[config.mk]
export PLATFORM = sky130hd
export DESIGN_NAME = rr_crossbar_switch
export DESIGN_NICKNAME = d
export VERILOG_FILES = /design/src/rtl/rr_crossbar_switch.sv
export SDC_FILE = /design/constraint.sdc
export NUM_CORES = 1
export LEC_CHECK = 0
export ABC_AREA = 1
export BUFFER_PORTS_ARGS = -buffer_cell sky130_fd_sc_hd__buf_4
export CAP_MARGIN = 15
export CORE_ASPECT_RATIO = 0.8
export CORE_MARGIN = 3
export CORE_UTILIZATION = 49
export CTS_CLUSTER_DIAMETER = 120
export DETAILED_ROUTE_END_ITERATION = 8
export PLACE_DENSITY = 0.85
export SKIP_LAST_GASP = 1
export SYNTH_ARGS = -nofsm -noshare
export SYNTH_HDL_FRONTEND = slang
export SYNTH_SLANG_ARGS = --single-unit
[constraint.sdc]
create_clock -name clk -period 2.28 [get_ports clk]
set_input_delay 0.228 -clock clk [delete_from_list [all_inputs] [get_ports clk]]
set_output_delay 0.228 -clock clk [all_outputs]
set_load 0.005 [all_outputs]
[src/rtl/rr_crossbar_switch.sv]
// INPUTS x OUTPUTS flit crossbar: each output arbitrates round-robin among requesting inputs,
// then locks to the winner from the grant until its tail flit transfers (wormhole switching).
//
// state     | meaning
// ST_IDLE   | output free; picks the first requester at or after ptr_q, grant takes effect next cycle
// ST_LOCKED | output owned by owner_q; flits pass through combinationally until the tail transfers
module rr_crossbar_switch #(
  parameter int INPUTS     = 4,
  parameter int OUTPUTS    = 4,
  parameter int DATA_WIDTH = 32,
  parameter int DEST_WIDTH = 2
) (
  input  logic                          clk,
  input  logic                          rst,
  input  logic [INPUTS*DATA_WIDTH-1:0]  data_in,
  input  logic [INPUTS*DEST_WIDTH-1:0]  dest_in,
  input  logic [INPUTS-1:0]             last_in,
  input  logic [INPUTS-1:0]             valid_in,
  output logic [INPUTS-1:0]             ready_in,
  output logic [OUTPUTS*DATA_WIDTH-1:0] data_out,
  output logic [OUTPUTS-1:0]            last_out,
  output logic [OUTPUTS-1:0]            valid_out,
  input  logic [OUTPUTS-1:0]            ready_out,
  output logic [OUTPUTS-1:0]            out_busy,
  output logic [INPUTS-1:0]             err_dest
);

  localparam int IW = (INPUTS > 1) ? $clog2(INPUTS) : 1;
  localparam logic [DEST_WIDTH:0] OUT_LIM = (DEST_WIDTH + 1)'(OUTPUTS);

  typedef enum logic {
    ST_IDLE,
    ST_LOCKED
  } state_t;

  state_t            state_q [OUTPUTS];
  state_t            state_d [OUTPUTS];
  logic [IW-1:0]     owner_q [OUTPUTS];
  logic [IW-1:0]     owner_d [OUTPUTS];
  logic [IW-1:0]     ptr_q   [OUTPUTS];
  logic [IW-1:0]     ptr_d   [OUTPUTS];
  logic [INPUTS-1:0] err_q;
  logic [INPUTS-1:0] err_d;

  logic [DATA_WIDTH-1:0] data_arr [INPUTS];
  logic [DEST_WIDTH-1:0] dest_arr [INPUTS];
  logic [INPUTS-1:0]     dest_ok;
  logic [INPUTS-1:0]     in_locked;
  logic [INPUTS-1:0]     req     [OUTPUTS];
  logic [IW:0]           pick    [OUTPUTS];
  logic [OUTPUTS-1:0]    tail_xfer;

  // Round-robin search: lowest offset k from p wins, so scan offsets downward and let the last hit stick.
  function automatic logic [IW:0] rr_pick(input logic [INPUTS-1:0] r, input logic [IW-1:0] p);
    logic [IW:0] res;
    int          idx;
    res = '0;
    for (int k = INPUTS - 1; k >= 0; k--) begin
      idx = (int'(p) + k) % INPUTS;
      if (r[IW'(idx)]) res = {1'b1, IW'(idx)};
    end
    return res;
  endfunction

  for (genvar gi = 0; gi < INPUTS; gi++) begin : g_in
    assign data_arr[gi] = data_in[gi*DATA_WIDTH +: DATA_WIDTH];
    assign dest_arr[gi] = dest_in[gi*DEST_WIDTH +: DEST_WIDTH];
    assign dest_ok[gi]  = ({1'b0, dest_arr[gi]} < OUT_LIM);
  end

  for (genvar go = 0; go < OUTPUTS; go++) begin : g_out
    assign out_busy[go] = (state_q[go] == ST_LOCKED);
  end

  assign err_dest = err_q;

  always_comb begin
    in_locked = '0;
    for (int o = 0; o < OUTPUTS; o++) begin
      if (state_q[o] == ST_LOCKED) in_locked[owner_q[o]] = 1'b1;
    end
  end

  always_comb begin
    for (int o = 0; o < OUTPUTS; o++) begin
      req[o] = '0;
      for (int i = 0; i < INPUTS; i++) begin
        req[o][i] = valid_in[i] && dest_ok[i] && !in_locked[i] &&
                    (dest_arr[i] == DEST_WIDTH'(o));
      end
      pick[o] = rr_pick(req[o], ptr_q[o]);
    end
  end

  always_comb begin
    data_out  = '0;
    last_out  = '0;
    valid_out = '0;
    ready_in  = '0;
    tail_xfer = '0;
    for (int o = 0; o < OUTPUTS; o++) begin
      if (state_q[o] == ST_LOCKED) begin
        data_out[o*DATA_WIDTH +: DATA_WIDTH] = data_arr[owner_q[o]];
        last_out[o]          = last_in[owner_q[o]];
        valid_out[o]         = valid_in[owner_q[o]];
        ready_in[owner_q[o]] = ready_out[o];
        tail_xfer[o]         = valid_in[owner_q[o]] && ready_out[o] && last_in[owner_q[o]];
      end
    end
  end

  always_comb begin
    for (int o = 0; o < OUTPUTS; o++) begin
      state_d[o] = state_q[o];
      owner_d[o] = owner_q[o];
      ptr_d[o]   = ptr_q[o];
      if (state_q[o] == ST_IDLE) begin
        if (pick[o][IW]) begin
          state_d[o] = ST_LOCKED;
          owner_d[o] = pick[o][IW-1:0];
        end
      end else if (tail_xfer[o]) begin
        state_d[o] = ST_IDLE;
        ptr_d[o]   = (owner_q[o] == IW'(INPUTS - 1)) ? '0 : owner_q[o] + 1'b1;
      end
    end
  end

  always_comb begin
    err_d = '0;
    for (int i = 0; i < INPUTS; i++) begin
      err_d[i] = valid_in[i] && !dest_ok[i];
    end
  end

  always_ff @(posedge clk) begin
    if (rst) begin
      for (int o = 0; o < OUTPUTS; o++) begin
        state_q[o] <= ST_IDLE;
        owner_q[o] <= '0;
        ptr_q[o]   <= '0;
      end
      err_q <= '0;
    end else begin
      for (int o = 0; o < OUTPUTS; o++) begin
        state_q[o] <= state_d[o];
        owner_q[o] <= owner_d[o];
        ptr_q[o]   <= ptr_d[o];
      end
      err_q <= err_d;
    end
  end

endmodule

==> flow_summary_export.csv <==
group,metric,value,unit
sta,timing.final.crit_period,2220,ps
critical_path,crit_arrival,1990,ps
layout,seq_area,420,sq um
synth,syn-cell-area,6440,sq um
cts,cts_buffer_depth,2,
sta,finalSetupViolCount,0,
sta,fin_crit_sh,97.3,%
die,placeableCoreArea,12500,sq um
synth,ys.warnings.count,0,
sta,fmax,0.451,GHz
power_and_ir_drop,seqPwrFrac,14.1,%
layout,diodes,0,
drt,drt_wl_total,28000,microns
drt,drt_iter0_markers,1239,
layout,fin_nets,1598,
synth,synthCells,1228,
power_and_ir_drop,irDropWorstVdd,0.000345,V
synth,synth_flop_cell,"dfxtp_1",
hold_path,hold_path.class,"input pin to flop",
synth,synth.avg_cell_area,5.25,sq um
die,die_area,14600,sq um
sta,tightest_slew,768,ps
critical_path,crit_required,2050,ps
cts,clkLatencyLatePin,250,ps
job,max_cap_viol_count,0,
synth,synth-seq-cells,20,
cts,h-tree-depth,1,
grt,grt_first_pass_wirelength,42800,microns
critical_path,end_kind,"output port",
layout,multi_input_area,5090,sq um
cts,numCtsBuffers,3,
layout,final_util,69.6,%
layout,drive_gt1_share,24.5,%
power_and_ir_drop,switching_share,49.5,%
sta,hold_viol_final,0,
drt,avgRoutedWirePerCell,17.5,microns
synth,synth_edf_count,0,
sta,maxSlewHeadroom,48.8,%
placement,gp_congestion,0.992,
power_and_ir_drop,power.net_switching,1.57,mW
cts,cts_root_buf,"clkbuf_16",
synth,synth_common_cells,"a21oi_1 (281), nand2_1 (265), o21ai_0 (144), o211ai_1 (134), inv_1 (124)",
power_and_ir_drop,p_leak,3.78,nW
die,chipHeight,109,microns
sta,finClkSkew,2.10,ps
synth,synth.top_cell.area_share,21.8,%
sta,finalSetupTns,0,ps
power_and_ir_drop,cellPowerDensity,365,nW/um^2
cts,cts_tree,"done",
die,io_pins,298,
synth,synth_top_area_cell,"a21oi_1",
die,start_util,51.5,%
critical_path,cp-start-kind,"flop",
power_and_ir_drop,comb_power_share,74.3,%
synth,synth_cell_types,33,
synth,synth_area_leaders,"a21oi_1 (22%), o211ai_1 (16%), nand2_1 (15%), o21ai_0 (11%), inv_1 (7.2%)",
layout,fill_cells,1168,
grt,antenna_found_initial,0,
drt,dr.pass1.iters,7,
status,status,"completed",
grt,grt_pass1_vias,8411,
power_and_ir_drop,internal_power,1.60,mW
drt,vias,9765,
synth,ys_seq_area_share,6.21,%
synth,synthMostInstantiatedCell,"a21oi_1",
grt,grt_max_degree,130,
power_and_ir_drop,p_total,3.18,mW
critical_path,path_class,"flop to output port",
drt,drtAntennaViolNets,0,
drt,viasPerCell,6.10,
grt,grt_usage,35.1,%
placement,hpwl,20000,microns
critical_path,crit_fanout,64,
cts,cts.sinks,20,
cts,clkSlewWorstSetupHoldPaths,60,ps
layout,syn2layout_area_growth,35.2,%
power_and_ir_drop,pwr-share-clk,11.6,%
critical_path,r2r_setup_slack,150,ps
sta,drv_slew,0,
drt,drc,0,
die,floorplan.die.width,134,microns
grt,overflow,0,
placement,numPortBuffers,293,
cts,cts_hold_buf,0,
synth,async_flop_share,0,%
die,fp-row-count,36,
==> flip-flops by register name (all words and copies together) (netlist names) <==
| register | flops |
|---|---|
| owner_q | 8 |
| ptr_q | 8 |
| state_q | 4 |
==> per-layer routing <==
layer | GRT usage (%) | vias to the layer above | wire length [microns] | share of wire [%]
li1 | - | 4689 | - | -
met1 | 47.9 | 4330 | 11100 | 40
met2 | 56.0 | 662 | 12700 | 45
met3 | 5.72 | 84 | 3240 | 12
met4 | 12.9 | 0 | 992 | 3.5
met5 | 0 | - | 0 | 0
==> area by class of cell <==
| type | instances | share of cell area (%) |
|---|---|---|
| multi-input cells | 960 | 58.5 |
| well taps | 171 | 2.46 |
| repair buffers | 310 | 27.4 |
| flip-flops and latches | 20 | 4.83 |
| clock buffers | 3 | 0.862 |
| inverters | 137 | 5.92 |
==> power by group through the flow <==
stage                     sequential (mW)  combinational [mW]  clock [mW]
final                               0.447                2.36       0.369
after global routing                0.452                2.58       0.394
after CTS                           0.445                2.30       0.373
after detailed placement            0.453                2.30           0
after global placement              0.450                2.27           0
after floorplan                     0.418                1.30           0
==> cell usage in the layout (no fill, tap or decap), types with 12 or more instances in the layout <==
cell / n
buf_4: 305
a21oi_1: 280
nand2_1: 263
o21ai_0: 144
o211ai_1: 134
inv_1: 123
nand4_1: 33
nor2_1: 25
nand3_1: 22
ha_1: 16
dfxtp_1: 12
==> path summary, 6_finish.rpt <==
kind                               startpoint       endpoint  cells after the start
worst max register to register  owner_q[3][0]  owner_q[2][1]                     13
worst max-delay path            owner_q[0][1]   data_out[23]                      4
worst min-delay path                      rst  owner_q[2][0]                      2
worst min register to register  owner_q[0][1]  owner_q[0][1]                      2
==> metrics by stage <==
stage / std cells / setup slack [ps] / instance area, sq um / hold WS (ps)
finish: 1601 / 60.7 / 8710 / 233
global route: 1601 / -15.2 / 8710 / 230
CTS: 1599 / 124 / 8670 / 213
detailed placement: 1596 / 153 / 8600 / 482
global placement: 1596 / 245 / 8600 / 482
floorplan: 1231 / 291 / 6450 / 473
==> logic make-up (layout without fill, tap and decap cells) <==
| group | after synthesis | after routing | synth area share (%) |
|---|---|---|---|
| XOR/XNOR | 4 | 4 | 0.544 |
| other | 1 | 4 | 0.0582 |
| flip-flops | 20 | 20 | 6.21 |
| AND/OR/NAND/NOR | 361 | 361 | 23.8 |
| adder cells (fa/ha/maj) | 16 | 16 | 3.11 |
| AO/OA/AOI/OAI | 575 | 575 | 51.0 |
| buffers and inverters | 251 | 450 | 15.3 |
==> critical path: stages (launching register included) <==
cell and delay (ps):
dfxtp_2 390, buf_4 590, o211ai_1 200, a21oi_1 310
buf_4 170
==> repair_timing <==
item                                    CTS  global route
setup buffers                             0             2
endpoints found under the setup margin    0             7
resized for setup                         0             6
Note: power is estimated with default switching activity, not from simulation.
